--- src/rtl/mem_port_arbiter_pkg.sv ---
// Shared types and default widths for the Dijkstra memory-port arbiter.
package dijkstra_mem_pkg;

  localparam int unsigned ADDR_W_DEF = 32;
  localparam int unsigned DATA_W_DEF = 16;

  typedef enum logic {
    IDLE,
    ISSUE
  } arb_state_t;

  // One latched memory command.
  typedef struct packed {
    logic                  write;
    logic [ADDR_W_DEF-1:0] addr;
    logic [DATA_W_DEF-1:0] wdata;
  } mem_req_t;

endpackage

--- src/rtl/mem_port_arbiter_if.sv ---
// Requester-side and memory-side signals of the shared memory port.
// master: the arbiter's view; slave: the surrounding environment's view.
interface mem_port_arbiter_if
  import dijkstra_mem_pkg::*;
#(
  parameter int unsigned NUM_REQ = 2,
  parameter int unsigned ADDR_W  = ADDR_W_DEF,
  parameter int unsigned DATA_W  = DATA_W_DEF
);

  logic                      algorithm_enable;
  logic [NUM_REQ-1:0]        req_valid;
  logic [NUM_REQ-1:0]        req_write;
  logic [NUM_REQ*ADDR_W-1:0] req_addr;
  logic [NUM_REQ*DATA_W-1:0] req_wdata;
  logic [NUM_REQ-1:0]        req_ready;
  logic [NUM_REQ-1:0]        rsp_valid;
  logic [DATA_W-1:0]         rsp_rdata;
  logic                      rsp_error;
  logic                      busy;
  logic                      mem_read_enable;
  logic                      mem_write_enable;
  logic [ADDR_W-1:0]         mem_addr;
  logic [DATA_W-1:0]         mem_write_data;
  logic [DATA_W-1:0]         mem_read_data;
  logic                      mem_read_ready;
  logic                      mem_write_ready;
  logic                      wait_request;

  modport master (
    input  algorithm_enable, req_valid, req_write, req_addr, req_wdata,
    input  mem_read_data, mem_read_ready, mem_write_ready, wait_request,
    output req_ready, rsp_valid, rsp_rdata, rsp_error, busy,
    output mem_read_enable, mem_write_enable, mem_addr, mem_write_data
  );

  modport slave (
    output algorithm_enable, req_valid, req_write, req_addr, req_wdata,
    output mem_read_data, mem_read_ready, mem_write_ready, wait_request,
    input  req_ready, rsp_valid, rsp_rdata, rsp_error, busy,
    input  mem_read_enable, mem_write_enable, mem_addr, mem_write_data
  );

endinterface

--- src/rtl/mem_port_arbiter_rr_pick.sv ---
// Combinational round-robin picker: first set request strictly after
// i_last_grant, wrapping around; requester i_last_grant itself is checked last.
module rr_pick #(
  parameter int unsigned NUM_REQ = 2,
  localparam int unsigned IdxW   = $clog2(NUM_REQ)
) (
  input  logic [NUM_REQ-1:0] i_req,
  input  logic [IdxW-1:0]    i_last_grant,
  output logic [NUM_REQ-1:0] o_grant,
  output logic [IdxW-1:0]    o_idx
);

  // Scan NUM_REQ positions starting at last_grant+1 and keep the first hit.
  always_comb begin
    logic          found;
    logic [IdxW:0] pos;
    o_grant = '0;
    o_idx   = '0;
    found   = 1'b0;
    for (int k = 1; k <= int'(NUM_REQ); k++) begin
      pos = {1'b0, i_last_grant} + (IdxW + 1)'(k);
      if (pos >= (IdxW + 1)'(NUM_REQ)) begin
        pos = pos - (IdxW + 1)'(NUM_REQ);
      end
      if (!found && i_req[pos[IdxW-1:0]]) begin
        found                   = 1'b1;
        o_grant[pos[IdxW-1:0]]  = 1'b1;
        o_idx                   = pos[IdxW-1:0];
      end
    end
  end

endmodule

--- src/rtl/mem_port_arbiter.sv ---
// Round-robin arbiter sharing one memory port between NUM_REQ requesters,
// with a per-transaction timeout so a dead memory cannot stall the algorithm.
// The latched command uses the package struct, so ADDR_W/DATA_W are expected
// to stay at the package defaults.
module mem_port_arbiter
  import dijkstra_mem_pkg::*;
#(
  parameter int unsigned NUM_REQ        = 2,
  parameter int unsigned ADDR_W         = ADDR_W_DEF,
  parameter int unsigned DATA_W         = DATA_W_DEF,
  parameter int unsigned TIMEOUT_CYCLES = 1024
) (
  input  logic                algorithm_clock,
  input  logic                algorithm_reset,
  mem_port_arbiter_if.master  bus
);

  localparam int unsigned IdxW = $clog2(NUM_REQ);
  localparam int unsigned CntW = (TIMEOUT_CYCLES > 1) ? $clog2(TIMEOUT_CYCLES) : 1;
  // Counter value seen in the last allowed ISSUE cycle.
  localparam logic [CntW-1:0] CntLast = CntW'(TIMEOUT_CYCLES - 1);

  arb_state_t         r_state;
  arb_state_t         w_state_next;
  mem_req_t           r_req;
  mem_req_t           w_sel_req;
  logic [IdxW-1:0]    r_idx;
  logic [IdxW-1:0]    r_last_grant;
  logic [CntW-1:0]    r_cnt;
  logic               r_rd_en;
  logic               r_wr_en;
  logic [NUM_REQ-1:0] r_rsp_valid;
  logic [DATA_W-1:0]  r_rsp_rdata;
  logic               r_rsp_error;
  logic [NUM_REQ-1:0] w_pick_grant;
  logic [IdxW-1:0]    w_pick_idx;
  logic               w_accept;
  logic               w_done;
  logic               w_timeout;

  rr_pick #(
    .NUM_REQ (NUM_REQ)
  ) u_rr_pick (
    .i_req        (bus.req_valid),
    .i_last_grant (r_last_grant),
    .o_grant      (w_pick_grant),
    .o_idx        (w_pick_idx)
  );

  // Mux the winning requester's command; reads carry zero write data.
  always_comb begin
    w_sel_req = '0;
    for (int i = 0; i < int'(NUM_REQ); i++) begin
      if (w_pick_grant[i]) begin
        w_sel_req.write = bus.req_write[i];
        w_sel_req.addr  = bus.req_addr[i*ADDR_W +: ADDR_W];
        w_sel_req.wdata = bus.req_write[i] ? bus.req_wdata[i*DATA_W +: DATA_W] : '0;
      end
    end
  end

  // FSM state register.
  always_ff @(posedge algorithm_clock or negedge algorithm_reset) begin
    if (!algorithm_reset) begin
      r_state <= IDLE;
    end else begin
      r_state <= w_state_next;
    end
  end

  // Next state plus accept/completion/timeout decisions.
  always_comb begin
    w_state_next = r_state;
    w_accept     = 1'b0;
    w_done       = 1'b0;
    w_timeout    = 1'b0;
    unique case (r_state)
      IDLE: begin
        w_accept = bus.algorithm_enable && (|bus.req_valid) && !bus.wait_request;
        if (w_accept) begin
          w_state_next = ISSUE;
        end
      end
      ISSUE: begin
        w_done    = r_req.write ? bus.mem_write_ready : bus.mem_read_ready;
        // A ready in the final cycle takes priority over the abort.
        w_timeout = (TIMEOUT_CYCLES != 0) && !w_done && (r_cnt == CntLast);
        if (w_done || w_timeout) begin
          w_state_next = IDLE;
        end
      end
    endcase
  end

  // Datapath: latch the command on accept, drive the port, emit the response.
  always_ff @(posedge algorithm_clock or negedge algorithm_reset) begin
    if (!algorithm_reset) begin
      r_req        <= '0;
      r_idx        <= '0;
      r_last_grant <= IdxW'(NUM_REQ - 1);
      r_cnt        <= '0;
      r_rd_en      <= 1'b0;
      r_wr_en      <= 1'b0;
      r_rsp_valid  <= '0;
      r_rsp_rdata  <= '0;
      r_rsp_error  <= 1'b0;
    end else begin
      r_rsp_valid <= '0;
      if (w_accept) begin
        r_req        <= w_sel_req;
        r_idx        <= w_pick_idx;
        r_last_grant <= w_pick_idx;
        r_cnt        <= '0;
        r_rd_en      <= !w_sel_req.write;
        r_wr_en      <= w_sel_req.write;
      end else if (r_state == ISSUE) begin
        r_cnt <= r_cnt + 1'b1;
        if (w_done || w_timeout) begin
          r_rd_en            <= 1'b0;
          r_wr_en            <= 1'b0;
          r_rsp_valid[r_idx] <= 1'b1;
          r_rsp_rdata        <= (w_done && !r_req.write) ? bus.mem_read_data : '0;
          r_rsp_error        <= w_timeout;
        end
      end
    end
  end

  assign bus.req_ready        = w_accept ? w_pick_grant : '0;
  assign bus.rsp_valid        = r_rsp_valid;
  assign bus.rsp_rdata        = r_rsp_rdata;
  assign bus.rsp_error        = r_rsp_error;
  assign bus.busy             = (r_state == ISSUE);
  assign bus.mem_read_enable  = r_rd_en;
  assign bus.mem_write_enable = r_wr_en;
  assign bus.mem_addr         = r_req.addr;
  assign bus.mem_write_data   = r_req.wdata;

endmodule

--- src/flat_wrapper.sv ---
// flat-port wrapper written by rule: the top's interface ports become plain ports
module mem_port_arbiter_flat import dijkstra_mem_pkg::*;
#(
  parameter int unsigned NUM_REQ        = 2,
  parameter int unsigned ADDR_W         = ADDR_W_DEF,
  parameter int unsigned DATA_W         = DATA_W_DEF,
  parameter int unsigned TIMEOUT_CYCLES = 1024
)
  (algorithm_clock, algorithm_reset, bus_algorithm_enable, bus_req_valid, bus_req_write, bus_req_addr, bus_req_wdata, bus_mem_read_data, bus_mem_read_ready, bus_mem_write_ready, bus_wait_request, bus_req_ready, bus_rsp_valid, bus_rsp_rdata, bus_rsp_error, bus_busy, bus_mem_read_enable, bus_mem_write_enable, bus_mem_addr, bus_mem_write_data);
  mem_port_arbiter_if #(.NUM_REQ(NUM_REQ), .ADDR_W(ADDR_W), .DATA_W(DATA_W)) bus_i ();
  input  logic algorithm_clock;
  input  logic algorithm_reset;
  input wire logic [$bits(bus_i.algorithm_enable)-1:0] bus_algorithm_enable;
  input wire logic [$bits(bus_i.req_valid)-1:0] bus_req_valid;
  input wire logic [$bits(bus_i.req_write)-1:0] bus_req_write;
  input wire logic [$bits(bus_i.req_addr)-1:0] bus_req_addr;
  input wire logic [$bits(bus_i.req_wdata)-1:0] bus_req_wdata;
  input wire logic [$bits(bus_i.mem_read_data)-1:0] bus_mem_read_data;
  input wire logic [$bits(bus_i.mem_read_ready)-1:0] bus_mem_read_ready;
  input wire logic [$bits(bus_i.mem_write_ready)-1:0] bus_mem_write_ready;
  input wire logic [$bits(bus_i.wait_request)-1:0] bus_wait_request;
  output wire logic [$bits(bus_i.req_ready)-1:0] bus_req_ready;
  output wire logic [$bits(bus_i.rsp_valid)-1:0] bus_rsp_valid;
  output wire logic [$bits(bus_i.rsp_rdata)-1:0] bus_rsp_rdata;
  output wire logic [$bits(bus_i.rsp_error)-1:0] bus_rsp_error;
  output wire logic [$bits(bus_i.busy)-1:0] bus_busy;
  output wire logic [$bits(bus_i.mem_read_enable)-1:0] bus_mem_read_enable;
  output wire logic [$bits(bus_i.mem_write_enable)-1:0] bus_mem_write_enable;
  output wire logic [$bits(bus_i.mem_addr)-1:0] bus_mem_addr;
  output wire logic [$bits(bus_i.mem_write_data)-1:0] bus_mem_write_data;
  assign bus_i.algorithm_enable = bus_algorithm_enable;
  assign bus_i.req_valid = bus_req_valid;
  assign bus_i.req_write = bus_req_write;
  assign bus_i.req_addr = bus_req_addr;
  assign bus_i.req_wdata = bus_req_wdata;
  assign bus_i.mem_read_data = bus_mem_read_data;
  assign bus_i.mem_read_ready = bus_mem_read_ready;
  assign bus_i.mem_write_ready = bus_mem_write_ready;
  assign bus_i.wait_request = bus_wait_request;
  assign bus_req_ready = bus_i.req_ready;
  assign bus_rsp_valid = bus_i.rsp_valid;
  assign bus_rsp_rdata = bus_i.rsp_rdata;
  assign bus_rsp_error = bus_i.rsp_error;
  assign bus_busy = bus_i.busy;
  assign bus_mem_read_enable = bus_i.mem_read_enable;
  assign bus_mem_write_enable = bus_i.mem_write_enable;
  assign bus_mem_addr = bus_i.mem_addr;
  assign bus_mem_write_data = bus_i.mem_write_data;
  mem_port_arbiter #(.NUM_REQ(NUM_REQ), .ADDR_W(ADDR_W), .DATA_W(DATA_W), .TIMEOUT_CYCLES(TIMEOUT_CYCLES)) u_core (.algorithm_clock(algorithm_clock), .algorithm_reset(algorithm_reset), .bus(bus_i));
endmodule
--- config.mk ---
export PLATFORM = sky130hd
export DESIGN_NAME = mem_port_arbiter_flat
export DESIGN_NICKNAME = d
export VERILOG_FILES = /design/src/rtl/mem_port_arbiter_pkg.sv /design/src/rtl/mem_port_arbiter_if.sv /design/src/rtl/mem_port_arbiter_rr_pick.sv /design/src/rtl/mem_port_arbiter.sv /design/src/flat_wrapper.sv
export SDC_FILE = /design/constraint.sdc
export NUM_CORES = 1
export LEC_CHECK = 0
export CORE_AREA = 5 5 110 112
export DETAILED_ROUTE_END_ITERATION = 8
export DIE_AREA = 0 0 115 117
export PLACE_DENSITY = 0.76
export SLEW_MARGIN = 20
export SYNTH_ARGS = -nofsm -noshare
export SYNTH_HDL_FRONTEND = slang
export SYNTH_SLANG_ARGS = --single-unit
--- constraint.sdc ---
create_clock -name algorithm_clock -period 1.7 [get_ports algorithm_clock]
set_clock_uncertainty 0.15 [all_clocks]
set_input_delay 0.34 -clock algorithm_clock [delete_from_list [all_inputs] [get_ports algorithm_clock]]
set_output_delay 0.34 -clock algorithm_clock [all_outputs]
set_load 0.03 [all_outputs]
==> results of run 1 <==
[state kept, by name, indices dropped and copies added (netlist names)]
register,count
u_core.r_req,1
u_core.r_idx,1
u_core.r_last_grant,1
u_core.r_cnt,10
u_core.bus.rsp_valid,2
u_core.bus.mem_write_data,16
u_core.bus.busy,1
u_core.bus.rsp_rdata,16
u_core.bus.mem_write_enable,1
u_core.bus.mem_addr,32
u_core.bus.rsp_error,1
u_core.bus.mem_read_enable,1
[cell type report]
type                            count  area share
Tap cell                          143      0.0272
Multi-Input combinational cell    222       0.233
Clock inverter                      7      0.0124
Clock buffer                        9      0.0343
Sequential cell                    83       0.317
Timing Repair Buffer              244       0.377
[cell families after synthesis]
group | Yosys count | share of synthesized area
AO/OA/AOI/OAI | 102 | 0.193
buffers and inverters | 69 | 0.128
adder cells (fa/ha/maj) | 1 | 0.00318
multiplexers | 2 | 0.00573
XOR/XNOR | 3 | 0.00668
AND/OR/NAND/NOR | 114 | 0.135
flip-flops | 83 | 0.528
[worst paths after layout]
path,endpoint,from,cells past startpoint,slack (ns)
max in group asynchronous,u_core.r_last_grant,algorithm_reset,3,0.70
setup / recovery,bus_req_ready[0],u_core.r_last_grant,4,-0.26
hold / removal,u_core.bus.mem_write_data[12],algorithm_reset,2,0.21
hold reg to reg,u_core.bus.rsp_valid[0],u_core.r_idx,1,0.30
min in group algorithm_clock,u_core.bus.rsp_valid[0],u_core.r_idx,1,0.30
setup reg to reg,u_core.bus.mem_addr[7],u_core.r_last_grant,8,-0.12
[layout by cell type (no fill, tap or decap), drive strengths merged, types with 2 or more instances in the layout]
cell type	instances
inv	3
a21oi	2
clkbuf	11
nand3	6
dlygate4sd2	73
nand2	89
nor2	5
o21ba	2
clkdlybuf4s50	116
a22oi	48
a21o	6
buf	52
a22o	20
xnor2	2
nor4b	2
o21ai	21
mux2	2
and4	3
dfrtp	82
clkinv	2
[per-stage QoR]
stage	setup TNS, ns	area [um2]	utilization
6_report	-2.73	6570	0.591
5_1_grt	-5.62	6570	0.591
4_1_cts	-3.05	6400	0.575
3_5_place_dp	-28.51	5860	0.527
3_3_place_gp	-26.77	5860	0.527
2_1_floorplan	-0.628	3950	-
[power groups by stage]
stage / Combinational (uW) / Sequential [uW] / Clock (uW)
3_5_place_dp: 3290 / 2830 / 0
6_report: 3170 / 2800 / 1970
4_1_cts: 3080 / 2790 / 2030
5_1_grt: 3380 / 2870 / 2130
3_3_place_gp: 3230 / 2810 / 0
2_1_floorplan: 1750 / 3150 / 0
[worst max-delay path, stage by stage (launching register included)]
cell     delay (ns)
dfstp_2        0.56
nor2b_2        0.06
nor4b_4        0.26
buf_12         0.15
buf_8          0.11
[metal layers]
metal  vias to the layer above  part of all wire  GRT usage
met5                         -                 0          0
met4                         0             0.015     0.0524
met3                        16             0.067     0.0463
met2                       116              0.54      0.309
met1                      1650              0.37      0.184
li1                       1650                 -          -
[timing repair]
item	in CTS	in global routing
endpoints found under the setup margin	140	67
hold buffers	1	0
resized for setup	109	32
gates cloned	3	2
pin swaps	5	22
buffers inserted	13	3
hold endpoints to repair	82	0
==> impl_metrics.env, run 1 <==
export IMPL_status="finished, violations left"
export IMPL_violations="setup timing"
export IMPL_multi_input_area_mm2=0.00153
export IMPL_setup_viol=33
export IMPL_globalRouteTotalUtil=0.166
export IMPL_syn_nets=497
export IMPL_rsz0062_at_grt="true"
export IMPL_critical_path_class="flip-flop to primary output"
export IMPL_drt_pass1_iterations=4
export IMPL_cts_tree="done"
export IMPL_comb_power_share=0.400
export IMPL_worst_slew_pin_slew_ns=0.352
export IMPL_initial_core_util=0.353
export IMPL_synthArstFlopShare=1.00
export IMPL_fin_hold_ws_ns=0.208
export IMPL_yosys_top_cells_count="nand2_1 (89), dfrtp_1 (82), a22oi_1 (48), buf_4 (48), o21ai_1 (20)"
export IMPL_setup_ws_ns=-0.257
export IMPL_htreeDepth=3
export IMPL_cts_made_buffers=9
export IMPL_timing_final_crit_period_ns=1.96
export IMPL_yosys_warnings=0
export IMPL_p_seq_frac=0.352
export IMPL_netlist_area_mm2=0.00393
export IMPL_antenna_found_initial=0
export IMPL_antenna_cells=0
export IMPL_leakagePower_uw=0.00314
export IMPL_clk_pin_slew_ns=0.06
export IMPL_syn_to_final_growth_pct=67.1
export IMPL_intPower_uw=5040
export IMPL_synth_area_per_cell_um2=10.5
export IMPL_viasPerCell=4.85
export IMPL_grt_pass1_vias=3694
export IMPL_antenna_left=0
export IMPL_wire_per_inst_um=16.4
export IMPL_ys_top_cells_by_area="dfrtp_1 (52%), a22oi_1 (9.2%), buf_4 (9.2%), nand2_1 (8.5%), a22o_1 (3.1%)"
export IMPL_worst_setup_path_end_kind="primary output"
export IMPL_switching_power_uw=2910
export IMPL_overflow=0
export IMPL_drt_total_wl_mm=11.6
export IMPL_relSlewSlack=0.766
export IMPL_crit_required_ns=1.21
export IMPL_crit_arrival_ns=1.47
export IMPL_finalHoldViolCount=0
export IMPL_yosysTopAreaCell="dfrtp_1"
export IMPL_nets=683
export IMPL_layout_area_seq_mm2=0.00208
export IMPL_grt_start_max_net_pins=44
export IMPL_hold_class="input pin to asynchronous set/reset pin"
export IMPL_drive_gt1_frac=0.211
export IMPL_synth_top_cell_area_share=0.522
export IMPL_cts_max_path_buffers=2
export IMPL_place_hpwl_mm=8.38
export IMPL_ir_worst_vdd_v=0.000771
export IMPL_power_uw=7940
export IMPL_power_frac_clock=0.248
export IMPL_synth_edff_count=0
export IMPL_yosysUniqueCellTypes=38
export IMPL_synthFlopType="dfrtp_1"
export IMPL_p_sw_frac=0.366
export IMPL_drv_slew=0
export IMPL_critPathMaxFanout=3
export IMPL_place_ws_ns=-0.499
export IMPL_max_freq_ghz=0.511
export IMPL_rows=39
export IMPL_drtIter0Drc=168
export IMPL_die_w_um=115
export IMPL_boundaryPins=194
export IMPL_num_vias=3432
export IMPL_clock_sinks=83
export IMPL_gp_congestion=0.852
export IMPL_nFillCells=918
export IMPL_finalNonFillerCells=708
export IMPL_finalCritPeriodShare=1.15
export IMPL_port_buffers=193
export IMPL_grt_pass1_wl_mm=18.0
export IMPL_fp_dieArea_mm2=0.0135
export IMPL_ys_ff_latch=83
export IMPL_seq_area_frac_synth=0.528
export IMPL_route_detailed_drc=0
export IMPL_synth_most_common_cell="nand2_1"
export IMPL_core_area_mm2=0.0111
export IMPL_clock_root_buffer="clkbuf_16"
export IMPL_maxCapViolations=0
export IMPL_die_y_um=117
export IMPL_start_kind="flip-flop"
export IMPL_dp_cells=674
export IMPL_power_density_mw_per_mm2=1210
export IMPL_syn_instance_count=374
export IMPL_clock_latency_ns=0.33
(Power assumes the default switching activity.)
==> inputs of run 2 (changes only) <==
--- a/config.mk
+++ b/config.mk
@@ -5,6 +5,7 @@
 export SDC_FILE = /design/constraint.sdc
 export NUM_CORES = 1
 export LEC_CHECK = 0
+export ABC_AREA = 0
 export CORE_AREA = 5 5 110 112
 export DETAILED_ROUTE_END_ITERATION = 8
 export DIE_AREA = 0 0 115 117
==> results of run 2 <==
No change in the layout: final DEF, timing and power equal those of run 1.
==> inputs of run 3 (changes only) <==
--- a/config.mk
+++ b/config.mk
@@ -6,9 +6,10 @@
 export NUM_CORES = 1
 export LEC_CHECK = 0
 export ABC_AREA = 0
-export CORE_AREA = 5 5 110 112
+export CORE_AREA = 2 2 107 109
 export DETAILED_ROUTE_END_ITERATION = 8
-export DIE_AREA = 0 0 115 117
+export DIE_AREA = 0 0 109 111
+export GPL_TIMING_DRIVEN = 0
 export PLACE_DENSITY = 0.76
 export SLEW_MARGIN = 20
 export SYNTH_ARGS = -nofsm -noshare
==> run 3 against run 2 <==
Effect of this change: the flow still finishes with violations (setup timing); fmax decreased by 1.6%; register-to-register slack improved by 0.08 ns; core utilization increased by 3.0 points; power increased by 4.9%; sequential power increased by 1%; hold slack improved by 0.089 ns; critical path depth unchanged; die area decreased by 10%; wire length increased by 0.97%; combinational power increased by 11%; cell count increased by 5.8%; flip-flop and latch count unchanged.
==> impl_metrics.env, run 3 (synthesis gave the netlist of run 1 again) <==
export IMPL_clock_sinks=83
export IMPL_antenna_found_initial=0
export IMPL_critPathMaxFanout=3
export IMPL_cts_made_buffers=9
export IMPL_clock_root_buffer="clkbuf_16"
export IMPL_relSlewSlack=0.696
export IMPL_grt_pass1_vias=3740
export IMPL_violations="setup timing"
export IMPL_critical_path_class="flip-flop to primary output"
export IMPL_clk_pin_slew_ns=0.06
export IMPL_drtIter0Drc=116
export IMPL_rsz0062_at_grt="true"
export IMPL_ir_worst_vdd_v=0.000729
export IMPL_wire_per_inst_um=15.7
export IMPL_worstReg2RegStart="u_core.r_cnt[1]"
export IMPL_max_freq_ghz=0.503
export IMPL_reg2reg_depth=6
export IMPL_rows=39
export IMPL_worst_setup_path_end_kind="primary output"
export IMPL_gp_congestion=0.764
export IMPL_setup_viol=8
export IMPL_power_density_mw_per_mm2=1210
export IMPL_port_buffers=193
export IMPL_num_vias=3598
export IMPL_setup_ws_ns=-0.290
export IMPL_maxCapViolations=0
export IMPL_core_area_mm2=0.0111
export IMPL_timing_final_crit_period_ns=1.99
export IMPL_hold_class="flip-flop to flip-flop"
export IMPL_final_common_cell="clkdlybuf4s50_1"
export IMPL_cts_max_path_buffers=2
export IMPL_antenna_left=0
export IMPL_leakagePower_uw=0.00329
export IMPL_r2r_end="u_core.bus.rsp_rdata[1]"
export IMPL_grt_start_max_net_pins=57
export IMPL_dp_cells=711
export IMPL_finalHoldViolCount=0
export IMPL_syn_to_final_growth_pct=74.9
export IMPL_place_hpwl_mm=8.34
export IMPL_route_detailed_drc=0
export IMPL_finalNonFillerCells=749
export IMPL_drt_pass1_iterations=4
export IMPL_overflow=0
export IMPL_nets=724
export IMPL_crit_arrival_ns=1.50
export IMPL_htreeDepth=3
export IMPL_drt_total_wl_mm=11.7
export IMPL_status="finished, violations left"
export IMPL_cp_startpoint="u_core.r_last_grant"
export IMPL_fp_dieArea_mm2=0.0121
export IMPL_globalRouteTotalUtil=0.187
export IMPL_rrSetupSlack_ns=-0.04
export IMPL_viasPerCell=4.80
export IMPL_grt_pass1_wl_mm=17.8
export IMPL_endpoint="bus_req_ready[1]"
export IMPL_start_kind="flip-flop"
export IMPL_initial_core_util=0.355
export IMPL_antenna_cells=0
export IMPL_cts_tree="done"
export IMPL_die_y_um=111
export IMPL_largest_reg_flops=32
export IMPL_crit_required_ns=1.21
export IMPL_fin_hold_ws_ns=0.297
export IMPL_clock_latency_ns=0.33
export IMPL_die_w_um=109
export IMPL_drive_gt1_frac=0.315
export IMPL_drv_slew=0
export IMPL_worst_slew_pin_slew_ns=0.455
export IMPL_boundaryPins=194
export IMPL_finalCritPeriodShare=1.17
export IMPL_layout_common_cells="clkdlybuf4s50_1 (116), dfrtp_1 (80), nand2_1 (75)"
## run 3: critical path, cell delays in order, from the launching register on
cell	delay, ns
dfstp_2	0.39
and2_4	0.16
nor4b_4	0.34
buf_6	0.16
buf_6	0.12
## run 3: layout make-up
cell class / instances / area, um2
fillers: 887 / 4200
repair buffers: 217 / 2120
flip-flops and latches: 83 / 2080
multi-input cells: 222 / 1600
plain buffers: 68 / 596
clock buffers: 10 / 239
well taps: 143 / 179
clock inverters: 6 / 65.1
## run 3: what timing repair did
action / 4_1_cts / 5_1_grt
hold buffers: 1 / 0
pin swaps: 10 / 53
endpoints found under the setup margin: 146 / 91
endpoints found under the hold margin: 27 / 0
buffers inserted: 12 / 3
cloned: 1 / 6
resized for setup: 111 / 111
## run 3: worst min path at each step
stage	startpoint	end	slack (ns)	cells past startpoint
after CTS	u_core.r_idx	u_core.bus.rsp_valid[0]	0.30	1
after global routing	u_core.r_idx	u_core.bus.rsp_valid[0]	0.33	1
after detailed placement	algorithm_reset	u_core.bus.mem_addr[3]	0.14	1
final	u_core.r_idx	u_core.bus.rsp_valid[0]	0.30	1
after global placement	u_core.r_idx	u_core.bus.rsp_valid[0]	0.30	1
after floorplan	algorithm_reset	u_core.bus.busy	-0.11	0
## run 3: report_power, final
group	total (uW)	leakage, uW	internal, uW	switching, uW
registers	2840	0.00107	2510	335
logic	3530	0.00207	1670	1860
clock network	1960	0.000148	1180	779
total	8330	0.00329	5360	2980
## run 3: metal layers
layer	GRT usage	part of all wire	vias up
li1	-	-	1724
met1	0.207	0.38	1731
met2	0.345	0.54	123
met3	0.0406	0.066	20
met4	0.0615	0.017	0
met5	0	0	-
## run 3: per-stage QoR
stage / setup WS [ns] / setup TNS, ns / cell area [um2] / utilization / power, uW
floorplan: -0.0536 / -0.628 / 3950 / - / 4900
global placement: -3.03 / -258.89 / 6060 / 0.547 / 6340
detailed placement: -1.43 / -35.94 / 6090 / 0.550 / 6430
CTS: -0.313 / -0.642 / 6500 / 0.587 / 8200
global route: -0.369 / -2.85 / 6880 / 0.621 / 8740
finish: -0.290 / -0.724 / 6880 / 0.621 / 8330
